**src/rtl/sensor_sampler.sv**
```systemverilog
// Round-robin ADC poller: averages 2^AVG_LOG2 samples on each of three channels per
// frame, flags channels whose conversion times out, and pulses sample_valid per frame.
module sensor_sampler #(
    parameter int AVG_LOG2 = 2,
    parameter int TIMEOUT  = 8
) (
    input  logic        clk_16ms,
    input  logic        rst,
    input  logic        enable,
    output logic        adc_req,
    output logic [1:0]  adc_ch,
    input  logic        adc_ack,
    input  logic [15:0] adc_data,
    output logic [15:0] sen_1,
    output logic [15:0] sen_2,
    output logic [15:0] sen_3,
    output logic        sample_valid,
    output logic [2:0]  err,
    output logic        busy
);

    localparam int ACC_W = 16 + AVG_LOG2;
    localparam int CNT_W = AVG_LOG2 + 1;
    localparam int TMO_W = $clog2(TIMEOUT + 1);
    localparam logic [CNT_W-1:0] SAMPLES  = CNT_W'(1 << AVG_LOG2);
    localparam logic [TMO_W-1:0] TMO_LAST = TMO_W'(TIMEOUT - 1);

    typedef enum logic [1:0] {
        IDLE = 2'd0,
        REQ  = 2'd1,
        GAP  = 2'd2,
        DONE = 2'd3
    } state_t;

    state_t             state_q, state_d;
    logic [1:0]         ch_q, ch_d;
    logic [CNT_W-1:0]   cnt_q, cnt_d;
    logic [ACC_W-1:0]   acc_q, acc_d;
    logic [TMO_W-1:0]   tmo_q, tmo_d;
    logic [2:0]         err_q, err_d;
    logic [15:0]        sen_q [3];
    logic [15:0]        sen_d [3];
    logic               adc_req_q, adc_req_d;
    logic [1:0]         adc_ch_q, adc_ch_d;
    logic               sample_valid_q, sample_valid_d;
    logic               busy_q, busy_d;
    logic [2:0]         ch_sel;

    always_ff @(posedge clk_16ms) begin : state_reg
        if (rst) begin
            state_q        <= IDLE;
            ch_q           <= '0;
            cnt_q          <= '0;
            acc_q          <= '0;
            tmo_q          <= '0;
            err_q          <= '0;
            adc_req_q      <= 1'b0;
            adc_ch_q       <= '0;
            sample_valid_q <= 1'b0;
            busy_q         <= 1'b0;
            for (int k = 0; k < 3; k++) begin
                sen_q[k] <= '0;
            end
        end else begin
            state_q        <= state_d;
            ch_q           <= ch_d;
            cnt_q          <= cnt_d;
            acc_q          <= acc_d;
            tmo_q          <= tmo_d;
            err_q          <= err_d;
            adc_req_q      <= adc_req_d;
            adc_ch_q       <= adc_ch_d;
            sample_valid_q <= sample_valid_d;
            busy_q         <= busy_d;
            for (int k = 0; k < 3; k++) begin
                sen_q[k] <= sen_d[k];
            end
        end
    end

    always_comb begin : next_state
        state_d = state_q;
        ch_d    = ch_q;
        cnt_d   = cnt_q;
        acc_d   = acc_q;
        tmo_d   = tmo_q;
        err_d   = err_q;
        for (int k = 0; k < 3; k++) begin
            sen_d[k] = sen_q[k];
        end
        ch_sel = 3'b001 << ch_q;

        case (state_q)
            IDLE: begin
                if (enable) begin
                    state_d = REQ;
                    ch_d    = '0;
                    cnt_d   = '0;
                    acc_d   = '0;
                    tmo_d   = '0;
                end
            end
            REQ: begin
                if (adc_ack) begin
                    acc_d   = acc_q + ACC_W'(adc_data);
                    cnt_d   = cnt_q + CNT_W'(1);
                    tmo_d   = '0;
                    state_d = GAP;
                end else if (tmo_q == TMO_LAST) begin
                    // Abandon the channel; its sen register keeps the last good value.
                    err_d = err_q | ch_sel;
                    acc_d = '0;
                    cnt_d = '0;
                    tmo_d = '0;
                    if (ch_q == 2'd2) begin
                        state_d = DONE;
                        ch_d    = '0;
                    end else begin
                        state_d = GAP;
                        ch_d    = ch_q + 2'd1;
                    end
                end else begin
                    tmo_d = tmo_q + TMO_W'(1);
                end
            end
            GAP: begin
                if (cnt_q == SAMPLES) begin
                    for (int k = 0; k < 3; k++) begin
                        if (ch_sel[k]) begin
                            sen_d[k] = 16'(acc_q >> AVG_LOG2);
                        end
                    end
                    err_d = err_q & ~ch_sel;
                    acc_d = '0;
                    cnt_d = '0;
                    if (ch_q == 2'd2) begin
                        state_d = DONE;
                        ch_d    = '0;
                    end else begin
                        state_d = REQ;
                        ch_d    = ch_q + 2'd1;
                    end
                end else begin
                    state_d = REQ;
                end
            end
            DONE: begin
                ch_d  = '0;
                cnt_d = '0;
                acc_d = '0;
                tmo_d = '0;
                state_d = enable ? REQ : IDLE;
            end
            default: begin
                state_d = IDLE;
            end
        endcase
    end

    // Outputs are registered from the next state so they line up with the state they describe.
    always_comb begin : output_logic
        adc_req_d      = (state_d == REQ);
        adc_ch_d       = ch_d;
        sample_valid_d = (state_d == DONE);
        busy_d         = (state_d != IDLE);
    end

    assign adc_req      = adc_req_q;
    assign adc_ch       = adc_ch_q;
    assign sen_1        = sen_q[0];
    assign sen_2        = sen_q[1];
    assign sen_3        = sen_q[2];
    assign sample_valid = sample_valid_q;
    assign err          = err_q;
    assign busy         = busy_q;

endmodule

```
**config.mk**
```make
export PLATFORM = sky130hd
export DESIGN_NAME = sensor_sampler
export DESIGN_NICKNAME = d
export VERILOG_FILES = /design/src/rtl/sensor_sampler.sv
export SDC_FILE = /design/constraint.sdc
export NUM_CORES = 1
export LEC_CHECK = 0
export CAP_MARGIN = 40
export CORE_MARGIN = 5
export CORE_UTILIZATION = 35
export DETAILED_ROUTE_END_ITERATION = 16
export MAX_ROUTING_LAYER = met4
export PLACE_DENSITY = 0.62
export SLEW_MARGIN = 40
export SYNTH_ARGS = -nofsm -noshare
export SYNTH_HDL_FRONTEND = slang
export SYNTH_SLANG_ARGS = --single-unit
```
**constraint.sdc**
```tcl
create_clock -name clk_16ms -period 6 [get_ports clk_16ms]
set_input_delay 0.9 -clock clk_16ms [delete_from_list [all_inputs] [get_ports clk_16ms]]
set_output_delay 0.9 -clock clk_16ms [all_outputs]
set_load 0.05 [all_outputs]
```
# Yosys cells after proc, flatten, opt, wreduce, memory -nomap -nowiden
# Memory sizes are Yosys's and may differ from the RTL's.
# Index checks and enable logic that the tools add are counted.
# op_classes
n_bitwise	6
n_eq_ne	13
shifts	1
n_mux	43
n_reduce_logical	8
add_sub_neg	4
# ops
operator	n
two-way mux 16 bit	6
two-way mux 48 bit	2
two-way mux 18 bit	4
one-hot mux 18 bit (4 select lines)	1
two-way mux 3 bit	7
two-way mux 2 bit	10
adder 18 x 16 -> 18 bit	1
one-hot mux 2 bit (4 select lines)	2
two-way mux 4 bit	3
one-hot mux 3 bit (4 select lines)	1
one-hot mux 4 bit (3 select lines)	1
equality test 2 bit, second input constant	4
inequality test 2 bit, second input constant	4
AND reduction 4 bit	2
one-hot mux 3 bit (2 select lines)	1
two-way mux 1 bit	5
adder 4 x 1 -> 4 bit, second input constant	1
equality test 2 x 1 -> 1 bit, second input constant	2
equality test 4 x 3 -> 1 bit, second input constant	1
nonzero test 2 bit	2
adder 3 x 1 -> 3 bit, second input constant	1
bitwise AND 3 bit	1
equality test 3 bit, second input constant	1
inequality test 3 bit, second input constant	1
9 further kinds	11
# totals
in_bits	20
elab_cells	85
ramBits	48
reg_bits	35
n_memories	1
out_inout_bits	56
# mem_list
name	depth	width	read_ports	rd_ports_with_merged_regs	write_ports	line_no	text
sen_q	3	16	3	0	3	41	logic [15:0] sen_q [3];

# Longest topological paths before layout
# Gate-level depths: netlist of the first run.
# logic_depth
word_depth	6
depth_mapped	10
ltp_nobuf	10

# Least setup slack after synthesis of the first run
# No wires, ideal clock.
# synth_timing
kind	in2reg
from	in adc_data[0]
to	reg acc_q[14]
path_slack_ns	3.178
setup_ns	0.117
arrival_ns	2.704
stages	10
required_time_ns	5.883
path_buffers	0
cell_sequence	ha_1 > inv_1 > fa_1 > nor2b_4 > o31a_1 > o31a_1 > o21ai_2 > a21oi_1 > or3_1 > a32o_1
# synth_between
elab_chain_len	3
# synth_rtl
item	line_no	text
start, declared	13	input logic [15:0] adc_data,
adder 18 x 16 -> 18 bit	105	acc_d = acc_q + ACC_W'(adc_data);
two-way mux 18 bit	104	if (adc_ack) begin
one-hot mux 18 bit (4 select lines)	93	case (state_q)
end signal, assigned	54	acc_q <= '0;
end signal, assigned	68	acc_q <= acc_d;
end, declared	38	logic [ACC_W-1:0] acc_q, acc_d;
# No other way between the ends.
# A chain may end at the register's enable or synchronous reset.

# Worst setup path after layout of the first run
# Ends and elaborated chain as after synthesis.

==> results of run 1 <==
[tightest hold or removal path: cells and delay by family (launching register included)]
kind | cells | cell delay [ps]
DFF | 1 | 310
and+or+nand+nor | 1 | 50
AOI/OAI and AO/OA | 1 | 50
[cell families after synthesis]
family,Yosys count,share of synthesized area
AOI/OAI and AO/OA,138,0.2055
muxes,2,0.005398
and+or+nand+nor,204,0.2239
adders and majority gates,26,0.08447
DFF,83,0.4217
buffers and inverters,36,0.03461
xor gates and xnor gates,11,0.02445
[power breakdown]
group,total [mW],switching [mW],internal (mW)
combinational,0.144,0.0874,0.0563
clock,0.502,0.220,0.282
sequential,0.575,0.0137,0.561
total,1.22,0.321,0.899
[final timing paths]
path / startpoint / endpoint / depth (start not counted)
min: sen_q[0][35]$_SDFFE_PP0P_ / sen_q[0][35]$_SDFFE_PP0P_ / 2
max reg2reg: acc_q[2]$_SDFFE_PP0P_ / acc_q[14]$_SDFFE_PP0P_ / 8
max: adc_data[0] / acc_q[14]$_SDFFE_PP0P_ / 11
min reg2reg: sen_q[0][35]$_SDFFE_PP0P_ / sen_q[0][35]$_SDFFE_PP0P_ / 2
[sequential cells by signal (all words and copies together), names as in the netlist, named ones only]
name / flops
state_q: 2
adc_ch: 2
sen_q: 48
acc_q: 18
adc_req: 1
sample_valid: 1
busy: 1
cnt_q: 3
tmo_q: 4
[final cells by class]
class / count / area [um2]
Multi-Input combinational cell: 381 / 2142
Clock inverter: 5 / 37.54
Timing Repair Buffer: 78 / 768.2
Clock buffer: 11 / 232.7
Inverter: 14 / 52.55
Sequential cell: 83 / 1662
Tap cell: 140 / 175.2
Fill cell: 1116 / 5866
[metrics by stage]
step	instance area [um2]	setup slack [ps]
after floorplan	3940	3178
after global placement	4800	2661
after detailed placement	4800	2580
after CTS	5070	2930
after global routing	5070	2857
final	5070	2920
[metal layers]
layer | share of wire | track usage | up-vias
li1 | - | - | 1850
met1 | 0.48 | 0.2170 | 1645
met2 | 0.46 | 0.2539 | 79
met3 | 0.050 | 0.03368 | 9
met4 | 0.012 | 0.05027 | 0
met5 | 0 | - | -
[layout by cell type (no fill, tap or decap), drive strengths merged, types with 6 or more instances in the layout]
cell type / netlist / final
nand2: 119 / 119
dfxtp: 83 / 83
a21oi: 79 / 79
clkdlybuf4s50: 0 / 74
nor2: 37 / 37
ha: 25 / 25
o21ai: 22 / 22
inv: 14 / 15
nand3: 13 / 13
clkbuf: 20 / 11
nand2b: 9 / 9
a21o: 9 / 9
xnor2: 6 / 6
o211ai: 6 / 6
==> flow_summary.json, run 1 <==
{
  "numClockSinks": 83,
  "cp_slowest_cell": "clkdlybuf4s50_1",
  "wl_per_cell_um": 14.50,
  "cts_buffers": 9,
  "yosysTopAreaCell": "dfxtp_1",
  "cts_hold_buf": 0,
  "crit_family": "compound AO/OA/AOI/OAI gates",
  "cts_setup_buffers": 0,
  "ys.warnings.count": 0,
  "regToRegSetupSlack_ps": 3560,
  "max-slew-margin-rel": 0.5221,
  "cts_buffer_depth": 2,
  "setup.worst_path.class": "input port to flip-flop",
  "grt_start_max_net_pins": 72,
  "dp_cells": 696,
  "p_total_mw": 1.220,
  "synth_cell_type_count": 47,
  "die_x_um": 116.1,
  "cts-root-buf": "clkbuf_16",
  "antenna_found_initial": 0,
  "syn_nets": 546,
  "grt_pass1_wl_um": 16950,
  "drcViolationCount": 0,
  "rows": 38,
  "die_h_um": 116.1,
  "coreArea_um2": 10940,
  "diodes": 0,
  "drt_iter0_markers": 141,
  "path_max_fanout": 3,
  "grt-ovfl-total": 0,
  "ant_nets": 0,
  "hold_viol": 0,
  "tightest_slew_ps": 716.8,
  "totalNegativeSetupSlack_ps": 0,
  "async_reset_ff_frac": 0,
  "syn_area_per_cell_um2": 7.880,
  "syn_area_um2": 3940,
  "fin_skew_ps": 11.23,
  "post_cts_resized": 0,
  "synth_ff_type": "dfxtp_1",
  "cts_tree": "built",
  "period_needed_ps": 3080,
  "vias": 3583,
  "period_share": 0.5134,
  "synthTopCellsByCount": "119 x nand2_1, 83 x dfxtp_1, 78 x a21oi_1",
  "maxSlewViolCount": 0,
  "io_buffers": 75,
  "synth.area.top_cells": "dfxtp_1 42%, nand2_1 11%, a21oi_1 9.9%, ha_1 7.9%, nor2_1 3.5%",
  "dpl.hpwl_um": 7795,
  "powerDensity_nw_per_um2": 240.7,
  "grt_pass1_vias": 3488,
  "synth-edff-count": 0,
  "hold_class": "flip-flop to flip-flop",
  "status": "finished clean",
  "rsz0062_at_grt": "no",
  "initial_core_util": 0.3603,
  "finalSetupViolCount": 0,
  "ys_ff_latch": 83,
  "path_clk_slew_ps": 70,
  "vdd_drop_max_uv": 102.9,
  "crit_required_ps": 6240,
  "end_kind": "flip-flop",
  "fmax_ghz": 0.3246,
  "area_growth_pct": 28.68,
  "worstSkewPairLatency_ps": 340,
  "netlist.area_leader.share": 0.4217,
  "max_stage_delay_ps": 410,
  "crit_chain": "clkdlybuf4s50_1 -> ha_1 -> inv_1 -> fa_1 -> nor2b_4 -> o31a_1 -> o31a_1 -> o21ai_2 -> a21oi_1 -> or3_1 -> a32o_1",
  "drv_cap": 0,
  "synthCells": 500,
  "crit_path_start_kind": "input port",
  "grt_usage": 0.1641,
  "finish.utilization": 0.4636,
  "drive_gt1_frac": 0.04196,
  "place.gp.congestion": 0.8382,
  "routed_wl_um": 10330,
  "leakagePower_nw": 1.876,
  "path_buf_inv": 2,
  "holdWs_ps": 454.1,
  "synth_most_common_cell": "nand2_1",
  "die_area_um2": 13480,
  "fin_cells": 712,
  "io_pins": 76,
  "cts-htree-levels": 3,
  "drt-pass1-iter-count": 4,
  "worst_path_most_repeated_cell": "o31a_1",
  "viasPerCell": 5.032,
  "fin_nets": 613,
  "ys_seq_area_frac": 0.4217,
  "arrival_ps": 3320
}
Power figures use the tool's default switching activity.
==> run 2: changes to the inputs <==
Settings changed: PLACE_DENSITY 0.62 to 0.64.
Clock period 6 ns to 2.6 ns, I/O delays scaled along.
==> run 2 against run 1 <==
- sequential power grew 130%
- clock power grew 140%
- final area grew 2.9%
- sequential share of layout area shrank 0.93 points
- register-to-register slack lost 3300 ps
- routed wire length grew 2.0%
- setup slack lost 2800 ps
- core utilization grew 1.4 points
- combinational power grew to 2.6 times the previous value
- largest power group unchanged
==> flow_summary.json, run 2 (synthesis gave the netlist of run 1 again) <==
{
  "hold_class": "flip-flop to flip-flop",
  "tightest_slew_ps": 682.9,
  "grt_pass1_vias": 3626,
  "period_needed_ps": 2506,
  "numClockSinks": 83,
  "hold_viol": 0,
  "final_common_cell": "nand2_1",
  "end_kind": "flip-flop",
  "powerDensity_nw_per_um2": 554.5,
  "p_sw_frac": 0.2714,
  "seq_power_share": 0.456,
  "cts-htree-levels": 3,
  "cts_setup_buffers": 0,
  "die_x_um": 116.1,
  "antenna_found_initial": 0,
  "drive_gt1_frac": 0.07458,
  "hold_start": "sen_q[0][44]$_SDFFE_PP0P_",
  "wl_per_cell_um": 14.43,
  "path_clk_slew_ps": 70,
  "drcViolationCount": 0,
  "die_h_um": 116.1,
  "viasPerCell": 5.030,
  "drt-pass1-iter-count": 4,
  "stdcell_area_um2": 5218,
  "cts_buffers": 9,
  "drt_iter0_markers": 219,
  "cts_buffer_depth": 2,
  "drv_cap": 0,
  "startpoint": "adc_data[0]",
  "diodes": 0,
  "leakagePower_nw": 1.968,
  "cts_hold_buf": 0,
  "power_switching_uw": 785.2,
  "place.gp.congestion": 0.8643,
  "fin_cells": 730,
  "worstSkewPairLatency_ps": 330,
  "holdWs_ps": 456.6,
  "p_clk_frac": 0.416,
  "dpl.hpwl_um": 7990,
  "fin_skew_ps": 8.896,
  "fillCellCount": 1082,
  "arrival_ps": 2740,
  "setup.worst_path.class": "input port to flip-flop",
  "crit_path_start_kind": "input port",
  "finalSetupViolCount": 0,
  "initial_core_util": 0.3603,
  "vias": 3672,
  "die_area_um2": 13480,
  "grt-ovfl-total": 0,
  "grt_pass1_wl_um": 17340,
  "rows": 38,
  "top_register": "sen_q",
  "dpl-instance-area_um2": 4935,
  "io_buffers": 75,
  "reg2reg_from": "acc_q[2]$_SDFFE_PP0P_",
  "maxSlewViolCount": 0,
  "final_cell_mix": "119 x nand2_1, 83 x dfxtp_1, 78 x a21oi_1, 74 x clkdlybuf4s50_1, 37 x nor2_1",
  "largest_registers": "sen_q (48), acc_q (18), tmo_q (4)",
  "path_max_fanout": 3,
  "grt_usage": 0.1649,
  "status": "finished clean",
  "period_share": 0.9637,
  "rsz0062_at_grt": "no",
  "dp_cells": 714,
  "largest_register_ffs": 48,
  "cts_tree": "built",
  "crit_required_ps": 2830,
  "routed_wl_um": 10530,
  "area_growth_pct": 32.42,
  "grt_start_max_net_pins": 39,
  "ant_nets": 0,
  "p_comb_frac": 0.127,
  "coreArea_um2": 10940,
  "fin_nets": 631,
  "io_pins": 76,
  "fmax_ghz": 0.3991,
  "post_cts_resized": 0,
  "cts-root-buf": "clkbuf_16",
  "intPower_mw": 2.108,
  "vdd_drop_max_uv": 340.1,
  "max-slew-margin-rel": 0.5447
}
-- run 2: cell count changes in the layout (fill, tap and decap cells not counted) --
| cell | change |
|---|---|
| clkinvlp_4 | +1 |
| inv_6 | +3 |
| clkbuf_1 | -2 |
| clkinv_2 | -1 |
| buf_4 | +18 |
| clkinv_4 | -1 |
-- run 2: layout make-up --
| cell class | instances | area [um2] | area share |
|---|---|---|---|
| Timing Repair Buffer | 96 | 903.4 | 0.1731 |
| Multi-Input combinational cell | 381 | 2142 | 0.4106 |
| Tap cell | 140 | 175.2 | 0.03357 |
| Inverter | 14 | 52.55 | 0.01007 |
| Clock buffer | 9 | 225.2 | 0.04317 |
| Sequential cell | 83 | 1662 | 0.3185 |
| Clock inverter | 7 | 57.56 | 0.01103 |
-- run 2: per-layer routing --
layer	global-route usage	part of all wire	up-vias
met1	0.2202	0.48	1698
li1	-	-	1889
met5	-	0	-
met4	0.03712	0.0092	0
met2	0.2616	0.46	78
met3	0.03057	0.047	7
-- run 2: critical path, cell delays in order --
cell and delay [ps]:
clkdlybuf4s50_1 410, ha_1 210, inv_1 70, fa_1 230, nor2b_4 60, o31a_1 270
o31a_1 290, o21ai_2 160, a21oi_1 90, or3_1 310, a32o_1 240
-- run 2: worst paths after layout --
kind / endpoint / slack (ps) / cells past startpoint
max: acc_q[14]$_SDFFE_PP0P_ / 90 / 11
max reg2reg: acc_q[14]$_SDFFE_PP0P_ / 240 / 8
min reg2reg: sen_q[0][44]$_SDFFE_PP0P_ / 460 / 2
min: sen_q[0][44]$_SDFFE_PP0P_ / 460 / 2
-- run 2: power by group through the flow --
| stage | registers (mW) | clock network [mW] | logic [mW] |
|---|---|---|---|
| 6_report | 1.32 | 1.20 | 0.368 |
| 3_3_place_gp | 1.35 | 0 | 0.360 |
| 4_1_cts | 1.32 | 1.22 | 0.368 |
| 2_1_floorplan | 1.36 | 0 | 0.217 |
| 5_1_grt | 1.32 | 1.28 | 0.406 |
| 3_5_place_dp | 1.35 | 0 | 0.366 |
-- run 2: stage by stage --
stage	util	worst slack [ps]	power [mW]	setup TNS [ps]
6_report	0.4771	94.32	2.893	0
5_1_grt	0.4771	16.47	3.009	0
4_1_cts	0.4771	96.33	2.909	0
3_5_place_dp	0.4513	-246.5	1.715	-522.8
3_3_place_gp	0.4513	-205.3	1.708	-362.4
2_1_floorplan	-	288.2	1.581	0
